[src/rtl/mult_serial_sched_if.sv]
// Handshake and serial-multiplier bundle between the scheduler and its environment.
// slave = scheduler side, master = requesters/consumer/multiplier side.
interface mult_serial_sched_if;
  logic       req0_valid, req0_ready;
  logic [3:0] req0_a, req0_b;
  logic       req1_valid, req1_ready;
  logic [3:0] req1_a, req1_b;
  logic       res_valid, res_ready, res_id;
  logic [7:0] res_p;
  logic       M_CLR, M_A, M_B, M_O;
  logic       busy;

  modport slave (
    input  req0_valid, req0_a, req0_b, req1_valid, req1_a, req1_b, res_ready, M_O,
    output req0_ready, req1_ready, res_valid, res_id, res_p, M_CLR, M_A, M_B, busy
  );

  modport master (
    output req0_valid, req0_a, req0_b, req1_valid, req1_a, req1_b, res_ready, M_O,
    input  req0_ready, req1_ready, res_valid, res_id, res_p, M_CLR, M_A, M_B, busy
  );
endinterface

[src/rtl/mult_serial_sched.sv]
// Round-robin scheduler for a shared 4-bit serial multiplier: clear, stream operands
// LSB-first, deserialize the 8-bit product and return it tagged with the requester id.
module mult_serial_sched #(
  parameter int O_LAT = 1
) (
  input  logic               i_clk,
  input  logic               i_rst_n,
  mult_serial_sched_if.slave bus
);
  localparam int         NUM_REQ = 2;
  localparam logic [3:0] LAT_K   = 4'(O_LAT);
  localparam logic [3:0] LAST_K  = 4'(7 + O_LAT);

  typedef enum logic [1:0] {S_IDLE, S_CLR, S_SHIFT, S_DONE} state_t;

  state_t     r_state;
  logic       r_last, r_id, r_res_id, r_res_valid, r_mclr, r_ma, r_mb, r_busy;
  logic [3:0] r_a, r_b, r_k;
  logic [6:0] r_prod;
  logic [7:0] r_res_p;

  logic [NUM_REQ-1:0]      w_vld, w_rdy;
  logic [NUM_REQ-1:0][3:0] w_a, w_b;
  logic                    w_gnt, w_xfer, w_cap, w_nx_a, w_nx_b;
  logic [3:0]              w_k_nx;

  assign w_vld = {bus.req1_valid, bus.req0_valid};
  assign w_a   = {bus.req1_a, bus.req0_a};
  assign w_b   = {bus.req1_b, bus.req0_b};

  // A lone requester wins outright; on a tie (or no request) the pointer picks
  // the one not granted last, so exactly one ready is up in IDLE.
  always_comb begin
    w_gnt = ~r_last;
    case (w_vld)
      2'b01:   w_gnt = 1'b0;
      2'b10:   w_gnt = 1'b1;
      default: w_gnt = ~r_last;
    endcase
  end

  for (genvar g = 0; g < NUM_REQ; g++) begin : g_rdy
    assign w_rdy[g] = i_rst_n && (r_state == S_IDLE) && (w_gnt == 1'(g));
  end

  assign w_xfer = |(w_vld & w_rdy);

  // Product bits start arriving O_LAT cycles into SHIFT.
  if (O_LAT == 0) begin : g_cap0
    assign w_cap = 1'b1;
  end else begin : g_capn
    assign w_cap = (r_k >= LAT_K);
  end

  assign w_k_nx = r_k + 4'd1;
  assign w_nx_a = (w_k_nx < 4'd4) ? r_a[w_k_nx[1:0]] : 1'b0;
  assign w_nx_b = (w_k_nx < 4'd4) ? r_b[w_k_nx[1:0]] : 1'b0;

  always_ff @(posedge i_clk or negedge i_rst_n) begin
    if (!i_rst_n) begin
      r_state     <= S_IDLE;
      r_last      <= 1'b1;
      r_id        <= 1'b0;
      r_a         <= '0;
      r_b         <= '0;
      r_k         <= '0;
      r_prod      <= '0;
      r_res_p     <= '0;
      r_res_id    <= 1'b0;
      r_res_valid <= 1'b0;
      r_mclr      <= 1'b0;
      r_ma        <= 1'b0;
      r_mb        <= 1'b0;
      r_busy      <= 1'b0;
    end else begin
      case (r_state)
        S_IDLE: begin
          if (w_xfer) begin
            r_a     <= w_a[w_gnt];
            r_b     <= w_b[w_gnt];
            r_id    <= w_gnt;
            r_last  <= w_gnt;
            r_prod  <= '0;
            r_mclr  <= 1'b1;
            r_busy  <= 1'b1;
            r_state <= S_CLR;
          end
        end
        S_CLR: begin
          r_mclr  <= 1'b0;
          r_k     <= '0;
          r_ma    <= r_a[0];
          r_mb    <= r_b[0];
          r_state <= S_SHIFT;
        end
        S_SHIFT: begin
          if (w_cap) r_prod <= {bus.M_O, r_prod[6:1]};
          if (r_k == LAST_K) begin
            // Final capture is product bit 7; publish straight from the shifter.
            r_res_p     <= {bus.M_O, r_prod};
            r_res_id    <= r_id;
            r_res_valid <= 1'b1;
            r_ma        <= 1'b0;
            r_mb        <= 1'b0;
            r_state     <= S_DONE;
          end else begin
            r_k  <= w_k_nx;
            r_ma <= w_nx_a;
            r_mb <= w_nx_b;
          end
        end
        S_DONE: begin
          if (bus.res_ready) begin
            r_res_valid <= 1'b0;
            r_busy      <= 1'b0;
            r_state     <= S_IDLE;
          end
        end
        default: r_state <= S_IDLE;
      endcase
    end
  end

  assign bus.req0_ready = w_rdy[0];
  assign bus.req1_ready = w_rdy[1];
  assign bus.res_valid  = r_res_valid;
  assign bus.res_id     = r_res_id;
  assign bus.res_p      = r_res_p;
  assign bus.M_CLR      = r_mclr;
  assign bus.M_A        = r_ma;
  assign bus.M_B        = r_mb;
  assign bus.busy       = r_busy;
endmodule
[src/flat_wrapper.sv]
// flat-port wrapper written by rule: the top's interface ports become plain ports
module mult_serial_sched_flat 
#(
  parameter int O_LAT = 1
)
  (i_clk, i_rst_n, bus_req0_valid, bus_req0_a, bus_req0_b, bus_req1_valid, bus_req1_a, bus_req1_b, bus_res_ready, bus_M_O, bus_req0_ready, bus_req1_ready, bus_res_valid, bus_res_id, bus_res_p, bus_M_CLR, bus_M_A, bus_M_B, bus_busy);
  mult_serial_sched_if bus_i ();
  input  logic i_clk;
  input  logic i_rst_n;
  input wire logic [$bits(bus_i.req0_valid)-1:0] bus_req0_valid;
  input wire logic [$bits(bus_i.req0_a)-1:0] bus_req0_a;
  input wire logic [$bits(bus_i.req0_b)-1:0] bus_req0_b;
  input wire logic [$bits(bus_i.req1_valid)-1:0] bus_req1_valid;
  input wire logic [$bits(bus_i.req1_a)-1:0] bus_req1_a;
  input wire logic [$bits(bus_i.req1_b)-1:0] bus_req1_b;
  input wire logic [$bits(bus_i.res_ready)-1:0] bus_res_ready;
  input wire logic [$bits(bus_i.M_O)-1:0] bus_M_O;
  output wire logic [$bits(bus_i.req0_ready)-1:0] bus_req0_ready;
  output wire logic [$bits(bus_i.req1_ready)-1:0] bus_req1_ready;
  output wire logic [$bits(bus_i.res_valid)-1:0] bus_res_valid;
  output wire logic [$bits(bus_i.res_id)-1:0] bus_res_id;
  output wire logic [$bits(bus_i.res_p)-1:0] bus_res_p;
  output wire logic [$bits(bus_i.M_CLR)-1:0] bus_M_CLR;
  output wire logic [$bits(bus_i.M_A)-1:0] bus_M_A;
  output wire logic [$bits(bus_i.M_B)-1:0] bus_M_B;
  output wire logic [$bits(bus_i.busy)-1:0] bus_busy;
  assign bus_i.req0_valid = bus_req0_valid;
  assign bus_i.req0_a = bus_req0_a;
  assign bus_i.req0_b = bus_req0_b;
  assign bus_i.req1_valid = bus_req1_valid;
  assign bus_i.req1_a = bus_req1_a;
  assign bus_i.req1_b = bus_req1_b;
  assign bus_i.res_ready = bus_res_ready;
  assign bus_i.M_O = bus_M_O;
  assign bus_req0_ready = bus_i.req0_ready;
  assign bus_req1_ready = bus_i.req1_ready;
  assign bus_res_valid = bus_i.res_valid;
  assign bus_res_id = bus_i.res_id;
  assign bus_res_p = bus_i.res_p;
  assign bus_M_CLR = bus_i.M_CLR;
  assign bus_M_A = bus_i.M_A;
  assign bus_M_B = bus_i.M_B;
  assign bus_busy = bus_i.busy;
  mult_serial_sched #(.O_LAT(O_LAT)) u_core (.i_clk(i_clk), .i_rst_n(i_rst_n), .bus(bus_i));
endmodule
[config.mk]
export PLATFORM = sky130hd
export DESIGN_NAME = mult_serial_sched_flat
export DESIGN_NICKNAME = d
export VERILOG_FILES = /design/src/rtl/mult_serial_sched_if.sv /design/src/rtl/mult_serial_sched.sv /design/src/flat_wrapper.sv
export SDC_FILE = /design/constraint.sdc
export NUM_CORES = 1
export LEC_CHECK = 0
export BUFFER_PORTS_ARGS = -buffer_cell sky130_fd_sc_hd__buf_2
export CAP_MARGIN = 10
export CORE_ASPECT_RATIO = 1.75
export CORE_UTILIZATION = 45
export CTS_BUF_LIST = sky130_fd_sc_hd__clkbuf_4
export DETAILED_ROUTE_END_ITERATION = 6
export PLACE_DENSITY = 0.68
export SYNTH_ARGS = -nofsm -noshare
export SYNTH_HDL_FRONTEND = slang
export SYNTH_SLANG_ARGS = --single-unit
[constraint.sdc]
create_clock -name i_clk -period 5.5 [get_ports i_clk]
set_clock_uncertainty 0.1 [all_clocks]
set_input_delay 1.1 -clock i_clk [delete_from_list [all_inputs] [get_ports i_clk]]
set_output_delay 1.1 -clock i_clk [all_outputs]
set_load 0.02 [all_outputs]
==> run metrics, run 1 <==
crit-path max FO 9; synth unique cells 39; Final Hold Viols 0; Reg-to-Reg Start u_core.r_state[0]; root buffer cell clkbuf_4; cells along the critical path buf_2 > inv_1 > ha_1 > o21ai_2 > nor2_1 > buf_2; Critical Path Start Type input port; Die Height 91.0 um; die area 4810 sq um; r2r endpoint u_core.bus.res_id; synth-to-layout area growth 13.6%; vias in the first global route 1505; post_cts resized 0; DP Wirelength 2760 um; I/O pin total 38; Num CTS Buffers 5; Row Count 32; Int Pwr 714 uW; cell taking the most area after synthesis dfrtp_1; RSZ-0062 raised after global routing no; CORE AREA 4360 sq um; Final Non-Filler Cells 274; Worst path max stage delay 0.43 ns; Max Cap Viol 0; Worst EP arrival 2.38 ns; fmax 279 MHz; Setup-failing EPs final 0; clock latency on the worst-skew pair 0.34 ns; H-tree depth 2; via count 1426; Syn. warnings 0; crit end category output port; initial core utilization 46.7%; cts hold-fix bufs 0; Fin Setup TNS 0 ns; clock share of power 11.2%; final wirelength 3580 um; fin crit share 65.1%; Post-synth ARST share 100%; FILL cells 431; Post-Syn Area 2040 sq um; DR pass1 iterations 4; CTS tree done; first-pass GRT wire length 6320 um; worst slew pin tran 0.636 ns; Tightest Hold Check Type flip-flop to flip-flop; Psw 491 uW; register clock-pin slew on the reported worst setup and hold paths 0.10 ns; worst vdd ir 269 uV; outcome finished, final reports clean; Power Total 1200 uW; leakage power total 0.00114 uW; Flop pwr share 38.6%; critical path class input port to output port; most frequent cells in the layout buf_2, dfrtp_1, nand2_1; Worst Hold Depth 2; DR DRC count 0; most used cell, CP buf_2; final slew viol count 0; # port buffers 37; Post-Synthesis Cells 183; hold endpoint u_core.bus.res_p[3]; average size of a mapped cell 11.1 sq um; worst path buffer plus inverter count 3; largest net degree at the start of global routing 41; Global Route Usage Sum 17.7%; number of synthesized flops with an enable pin 0; routed length per placed instance 13.1 um; setup repair bufs after CTS 0; CTS Buffer Depth 2; initial drt markers 9; ranking of synthesized cells by area dfrtp_1, ha_1, mux2_4; ys flop type dfrtp_1; Comb pwr share 50.2%; Routed Antenna Nets 0; leading cell type in the layout, fill and taps excluded buf_2; Required @ worst endpoint 4.30 ns; Setup WS pre-CTS 1.89 ns; final core occ 53.1%; R2R setup slack 3.05 ns; Die W 52.9 um; # diodes 0; Crit-path slowest cell o21ai_2; cell count after placement 267; share of cells above drive strength 1 32.3%; Seq cells post-synth 37; Seq/Total Area, Yosys 45.5%; Top delay family on crit path compound AO/OA/AOI/OAI gates; gr ovfl total 0; FF-to-FF path depth 4; # clock sinks 37; post-layout min period 3.58 ns; headroom to the max-slew limit 57.4%; switching share of total power 40.8%; Via-to-Cell Ratio 5.20; final worst setup slack 1.92 ns; initial antenna violation count 0; net count after synthesis 216; Yosys top cell area share 44.2%; Pwr Density 520 nW/um^2; global placement routability congestion 0.749; NumNets Final 256; min-delay src u_core.bus.res_p[3]
cell type report:
| cell class | count | area [sq um] | area share (%) |
|---|---|---|---|
| repair buffers | 38 | 193 | 8.32 |
| multi-input cells | 122 | 1010 | 43.7 |
| flip-flops and latches | 37 | 927 | 40.0 |
| clock inverters | 1 | 3.75 | 0.162 |
| clock buffers | 6 | 45.0 | 1.94 |
| inverters | 19 | 71.3 | 3.08 |
| well taps | 51 | 63.8 | 2.76 |
stage by stage:
| stage | hold WS [ns] | area (sq um) |
|---|---|---|
| 6_report | 0.383 | 2320 |
| 5_1_grt | 0.436 | 2320 |
| 4_1_cts | 0.389 | 2320 |
| 3_5_place_dp | 0.365 | 2270 |
| 3_3_place_gp | 0.356 | 2270 |
| 2_1_floorplan | 0.376 | 2040 |
cells in the mapped netlist, types with 3 or more instances:
| master | instances |
|---|---|
| a21oi_1 | 3 |
| clkbuf_1 | 3 |
| dfrtp_1 | 36 |
| ha_1 | 11 |
| inv_1 | 19 |
| mux2_2 | 9 |
| mux2_4 | 8 |
| mux2i_1 | 11 |
| nand2_1 | 20 |
| nand4b_1 | 4 |
| nor2_1 | 10 |
| o21ai_0 | 15 |
| o22ai_1 | 3 |
registers in the layout (all words and copies together) (netlist names):
signal / flops
u_core.r_k: 4
u_core.bus.busy: 1
u_core.bus.res_valid: 1
u_core.r_last: 1
u_core.bus.res_p: 8
u_core.bus.M_A: 1
u_core.r_state: 2
u_core.bus.res_id: 1
u_core.bus.M_B: 1
u_core.r_id: 1
u_core.bus.M_CLR: 1
u_core.r_b: 4
u_core.r_a: 4
u_core.r_prod: 7
how the worst max path moves through the flow:
stage | startpoint | end | slack, ns | depth (start not counted)
global placement | bus_req0_valid | bus_req1_ready | 1.92 | 6
finish | bus_req0_valid | bus_req1_ready | 1.92 | 6
global route | bus_req0_valid | bus_req1_ready | 1.81 | 6
detailed placement | bus_req0_valid | bus_req1_ready | 1.89 | 6
CTS | bus_req0_valid | bus_req1_ready | 1.90 | 6
floorplan | bus_req0_valid | bus_req1_ready | 2.18 | 6
worst register-to-register path: cells and delay by family (launching register included):
kind          cells  cell delay, ns
fa+ha+maj         1            0.57
buf+inv           1            0.13
simple gates      1            0.66
flops             1            0.41
mux               1            0.49
layer usage:
metal	GRT usage, %	vias up	share of wire (%)
met5	0	-	0
met4	6.58	0	1.2
met1	17.6	680	40
met2	33.1	31	55
met3	4.02	6	3.4
li1	-	709	-
cell families (layout without fill, tap and decap cells):
logic type | after synthesis | count (layout) | synth area share, %
buffers and inverters | 24 | 64 | 4.85
xor gates and xnor gates | 1 | 1 | 0.430
DFF | 37 | 37 | 45.5
adders and majority gates | 11 | 11 | 6.75
and+or+nand+nor | 47 | 47 | 12.5
AOI/OAI and AO/OA | 32 | 32 | 11.0
muxes | 31 | 31 | 19.0
power by group through the flow:
| stage | clock network (uW) | registers (uW) | logic [uW] |
|---|---|---|---|
| 2_1_floorplan | 0 | 508 | 422 |
| 3_3_place_gp | 0 | 471 | 600 |
| 3_5_place_dp | 0 | 475 | 613 |
| 4_1_cts | 140 | 469 | 615 |
| 5_1_grt | 150 | 485 | 676 |
| 6_report | 135 | 465 | 604 |
Power figures use the tool's default switching activity.
==> run 2, diff against run 1 <==
clock period = 3.7 ns   (was 5.5 ns; I/O delays follow)
==> run 2 against run 1 <==
Design area rose by 2.6%; sequential share of layout area fell by 1.0 points; die area did not move; critical path type unchanged; largest cell class unchanged; largest power group unchanged.
==> run metrics, run 2 (synthesis results as in run 1) <==
via count 1420; leading cell type in the layout, fill and taps excluded buf_2; R2R setup slack 1.56 ns; CTS Buffer Depth 2; Worst Hold Slack 0.111 ns; headroom to the max-slew limit 57.0%; Final Hold Viols 0; I/O pin total 38; Max Cap Viol 0; Global Route Usage Sum 17.7%; most frequent cells in the layout buf_2, dfrtp_1, nand2_1; setup repair bufs after CTS 0; # clock sinks 37; post_cts resized 0; first-pass GRT wire length 6420 um; FILL cells 419; Final Non-Filler Cells 276; Comb pwr share 46.3%; r2r endpoint u_core.r_a[2]; Worst EP arrival 2.01 ns; vias in the first global route 1469; Flop pwr share 35.8%; share of cells above drive strength 1 33.3%; cts hold-fix bufs 0; final slew viol count 0; crit end category output port; NumNets Final 257; fin crit share 77.0%; gr ovfl total 0; Worst path max stage delay 0.43 ns; routed length per placed instance 13.0 um; Die Height 91.0 um; CORE AREA 4360 sq um; Critical Path Start Type input port; Setup-failing EPs final 0; Num CTS Buffers 5; leakage power total 0.00117 uW; CTS tree done; # diodes 0; Via-to-Cell Ratio 5.14; Psw 739 uW; Die W 52.9 um; Fin Setup TNS 0 ns; Required @ worst endpoint 2.86 ns; cells along the critical path buf_2 > inv_1 > ha_1 > o21ai_2 > nor2_1 > buf_2; initial drt markers 13; most used cell, CP buf_2; worst slew pin tran 0.641 ns; # port buffers 37; die area 4810 sq um; final wirelength 3580 um; initial core utilization 46.7%; largest net degree at the start of global routing 34; root buffer cell clkbuf_4; DR DRC count 0; Int Pwr 1200 uW; Power Total 1940 uW; post-layout min period 2.85 ns; cell count after placement 268; Row Count 32; register clock-pin slew on the reported worst setup and hold paths 0.11 ns; Routed Antenna Nets 0; global placement routability congestion 0.750; initial antenna violation count 0; clock share of power 17.9%; clock latency on the worst-skew pair 0.35 ns; Top delay family on crit path compound AO/OA/AOI/OAI gates; synth-to-layout area growth 16.6%; critical path class input port to output port; RSZ-0062 raised after global routing no; crit-path max FO 9; fmax 351 MHz; DR pass1 iterations 4; Reg-to-Reg Start u_core.r_state[0]; Tightest Hold Check Type input port to async pin; switching share of total power 38.2%; worst vdd ir 461 uV; FF-to-FF path depth 6; final core occ 54.5%; number of flip-flops in the largest register 8; DP Wirelength 2810 um; Crit-path slowest cell o21ai_2; H-tree depth 2; outcome finished, final reports clean; worst path buffer plus inverter count 3; Pwr Density 815 nW/um^2
## run 2: cell types whose count changed in the layout (fill, tap and decap cells not counted), sizes merged
cell / previous run / this run
bufinv: 0 / 2
buf: 38 / 39
clkbuf: 6 / 5
## run 2: layout make-up
class	count	area, sq um	share of cell area [%]
clock buffers	5	37.5	1.58
clock inverters	3	65.1	2.74
inverters	19	71.3	3.00
multi-input cells	122	1010	42.6
flip-flops and latches	37	927	39.0
well taps	51	63.8	2.68
repair buffers	39	200	8.42
## run 2: how the worst max path moves through the flow
stage	start	to	slack, ns	depth (start not counted)
2_1_floorplan	bus_req0_valid	bus_req1_ready	1.10	6
3_3_place_gp	bus_req0_valid	bus_req1_ready	0.86	6
3_5_place_dp	bus_req0_valid	bus_req1_ready	0.82	6
4_1_cts	bus_req0_valid	bus_req1_ready	0.83	6
5_1_grt	bus_req0_valid	bus_req1_ready	0.75	6
6_report	bus_req0_valid	bus_req1_ready	0.85	6
## run 2: routing by layer
| layer | up-vias | track usage (%) | routed length, um | share of wire, % |
|---|---|---|---|---|
| met4 | 0 | 5.26 | 56 | 1.6 |
| met5 | - | 0 | 0 | 0 |
| li1 | 714 | - | - | - |
| met3 | 5 | 4.52 | 125 | 3.5 |
| met2 | 31 | 31.2 | 1960 | 55 |
| met1 | 670 | 20.1 | 1440 | 40 |
## run 2: through the flow
stage	cell area (sq um)	worst slack, ns
global route	2380	0.753
finish	2380	0.853
detailed placement	2270	0.820
CTS	2380	0.827
floorplan	2040	1.10
global placement	2270	0.860
## run 2: power by group through the flow
| stage | registers [uW] | logic [uW] | clock network, uW |
|---|---|---|---|
| final | 693 | 898 | 346 |
| after floorplan | 756 | 627 | 0 |
| after global routing | 725 | 1010 | 368 |
| after detailed placement | 706 | 914 | 0 |
| after CTS | 698 | 916 | 351 |
| after global placement | 699 | 904 | 0 |
==> run 3, diff against run 2 <==
ABC_AREA = 1   (was not set)
PLACE_DENSITY = 0.71   (was 0.68)
clock period = 2.6 ns   (was 3.7 ns; I/O delays follow)
==> run 3 against run 2 <==
Combinational power up 25%; register-to-register slack worse by 0.98 ns; design area down 2.1%; total power up 22%.
==> run metrics, run 3 <==
outcome finished, final reports clean; leading cell type in the layout, fill and taps excluded nand2_1; die area 4760 sq um; fmax 451 MHz; I/O pin total 38; Reg-to-Reg Start u_core.r_state[0]; DR pass1 iterations 4; gr ovfl total 0; Yosys top cell area share 44.7%; # clock sinks 37; Syn. warnings 0; worst slew pin tran 0.544 ns; Final Hold Viols 0; Final Non-Filler Cells 342; Global Route Usage Sum 19.0%; global placement routability congestion 0.815; average size of a mapped cell 8.09 sq um; Critical Path Start Type input port; register clock-pin slew on the reported worst setup and hold paths 0.11 ns; Required @ worst endpoint 1.98 ns; vias in the first global route 1689; synth-to-layout area growth 15.5%; headroom to the max-slew limit 63.7%; CTS tree done; Die Height 90.5 um; Seq/Total Area, Yosys 46.0%; first-pass GRT wire length 6910 um; clock latency on the worst-skew pair 0.34 ns; cts hold-fix bufs 0; # port buffers 37; Routed Antenna Nets 0; critical path class input port to output port; leakage power total 0.00126 uW; Post-Synthesis Cells 249; fin crit share 85.3%; Pwr Density 1020 nW/um^2; Setup WS pre-CTS 0.390 ns; Max Cap Viol 0; most frequent cell after synthesis nand2_1; crit end category output port; Worst Hold Slack 0.133 ns; Via-to-Cell Ratio 4.99; ranking of synthesized cells by area dfrtp_1, nand2_1, ha_1; via count 1708; # diodes 0; most frequent cells in the layout nand2_1, buf_2, dfrtp_1; Fin Setup TNS 0 ns; Post-synth ARST share 100%; share of cells above drive strength 1 21.2%; setup repair bufs after CTS 0; r2r endpoint u_core.r_prod[3]; worst vdd ir 562 uV; H-tree depth 2; Row Count 31; final worst setup slack 0.383 ns; final wirelength 3840 um; Worst EP arrival 1.60 ns; Seq cells post-synth 37; number of synthesized flops with an enable pin 0; NumNets Final 325; CORE AREA 4230 sq um; RSZ-0062 raised after global routing no; DR DRC count 0; R2R setup slack 0.58 ns; largest net degree at the start of global routing 38; net count after synthesis 282; ys flop type dfrtp_1; Post-Syn Area 2010 sq um; Die W 52.6 um; DP Wirelength 3070 um; Tightest Hold Check Type input port to async pin; cell count after placement 334; synth unique cells 26; CTS Buffer Depth 2; FILL cells 418; post-layout min period 2.22 ns; cell taking the most area after synthesis dfrtp_1; FF-to-FF path depth 7; routed length per placed instance 11.2 um; Synth top cells by count nand2_1, dfrtp_1, o21ai_0; initial core utilization 47.6%; initial drt markers 34; Setup-failing EPs final 0; post_cts resized 0; root buffer cell clkbuf_4; crit-path max FO 3; Num CTS Buffers 5; initial antenna violation count 0; number of flip-flops in the largest register 8; final slew viol count 0
-- run 3: logic make-up (layout without fill, tap and decap cells) --
| family | Yosys count | after routing | synth area share, % |
|---|---|---|---|
| compound gates | 28 | 28 | 8.07 |
| xor+xnor | 1 | 1 | 0.435 |
| simple gates | 142 | 142 | 31.9 |
| fa+ha+maj | 11 | 11 | 6.83 |
| buf+inv | 30 | 74 | 6.77 |
| flops | 37 | 37 | 46.0 |
-- run 3: metal layers --
layer  track usage (%)  wire [um]  part of all wire, %
met1              18.5       1470                   38
met2              35.3       2130                   56
met3              4.21        134                  3.5
met4              8.33        108                  2.8
met5                 0          0                    0
-- run 3: where the power goes --
group	leakage (uW)	internal, uW	switching (uW)	total (uW)
Clock	0.0000389	199	186	385
Combinational	0.000740	386	735	1120
Sequential	0.000477	754	104	859
Total	0.00126	1340	1030	2370
-- run 3: critical path, stage by stage --
cell     delay [ns]
buf_2          0.13
ha_1           0.32
o21ai_0        0.28
inv_1          0.10
nor2_1         0.09
buf_2          0.16
-- run 3: area by class of cell --
class / count / area, sq um / share of cell area, %
Multi-Input combinational cell: 182 / 951 / 40.9
Sequential cell: 37 / 927 / 39.8
Timing Repair Buffer: 41 / 215 / 9.25
Inverter: 25 / 93.8 / 4.03
Tap cell: 49 / 61.3 / 2.63
Clock inverter: 3 / 41.3 / 1.77
Clock buffer: 5 / 37.5 / 1.61
-- run 3: worst max-delay path by stage --
stage,from,end,cells after the start
5_1_grt,bus_req1_valid,bus_req0_ready,6
6_report,bus_req1_valid,bus_req0_ready,6
3_5_place_dp,bus_req1_valid,bus_req0_ready,6
3_3_place_gp,bus_req1_valid,bus_req0_ready,6
4_1_cts,bus_req1_valid,bus_req0_ready,6
2_1_floorplan,bus_req0_valid,bus_req1_ready,6
-- run 3: stage by stage --
| stage | instance area [sq um] | util, % | total power, uW |
|---|---|---|---|
| floorplan | 2010 | - | 1740 |
| global placement | 2250 | 53.2 | 1990 |
| detailed placement | 2250 | 53.2 | 2010 |
| CTS | 2330 | 55.0 | 2400 |
| global route | 2330 | 55.0 | 2580 |
| finish | 2330 | 55.0 | 2370 |
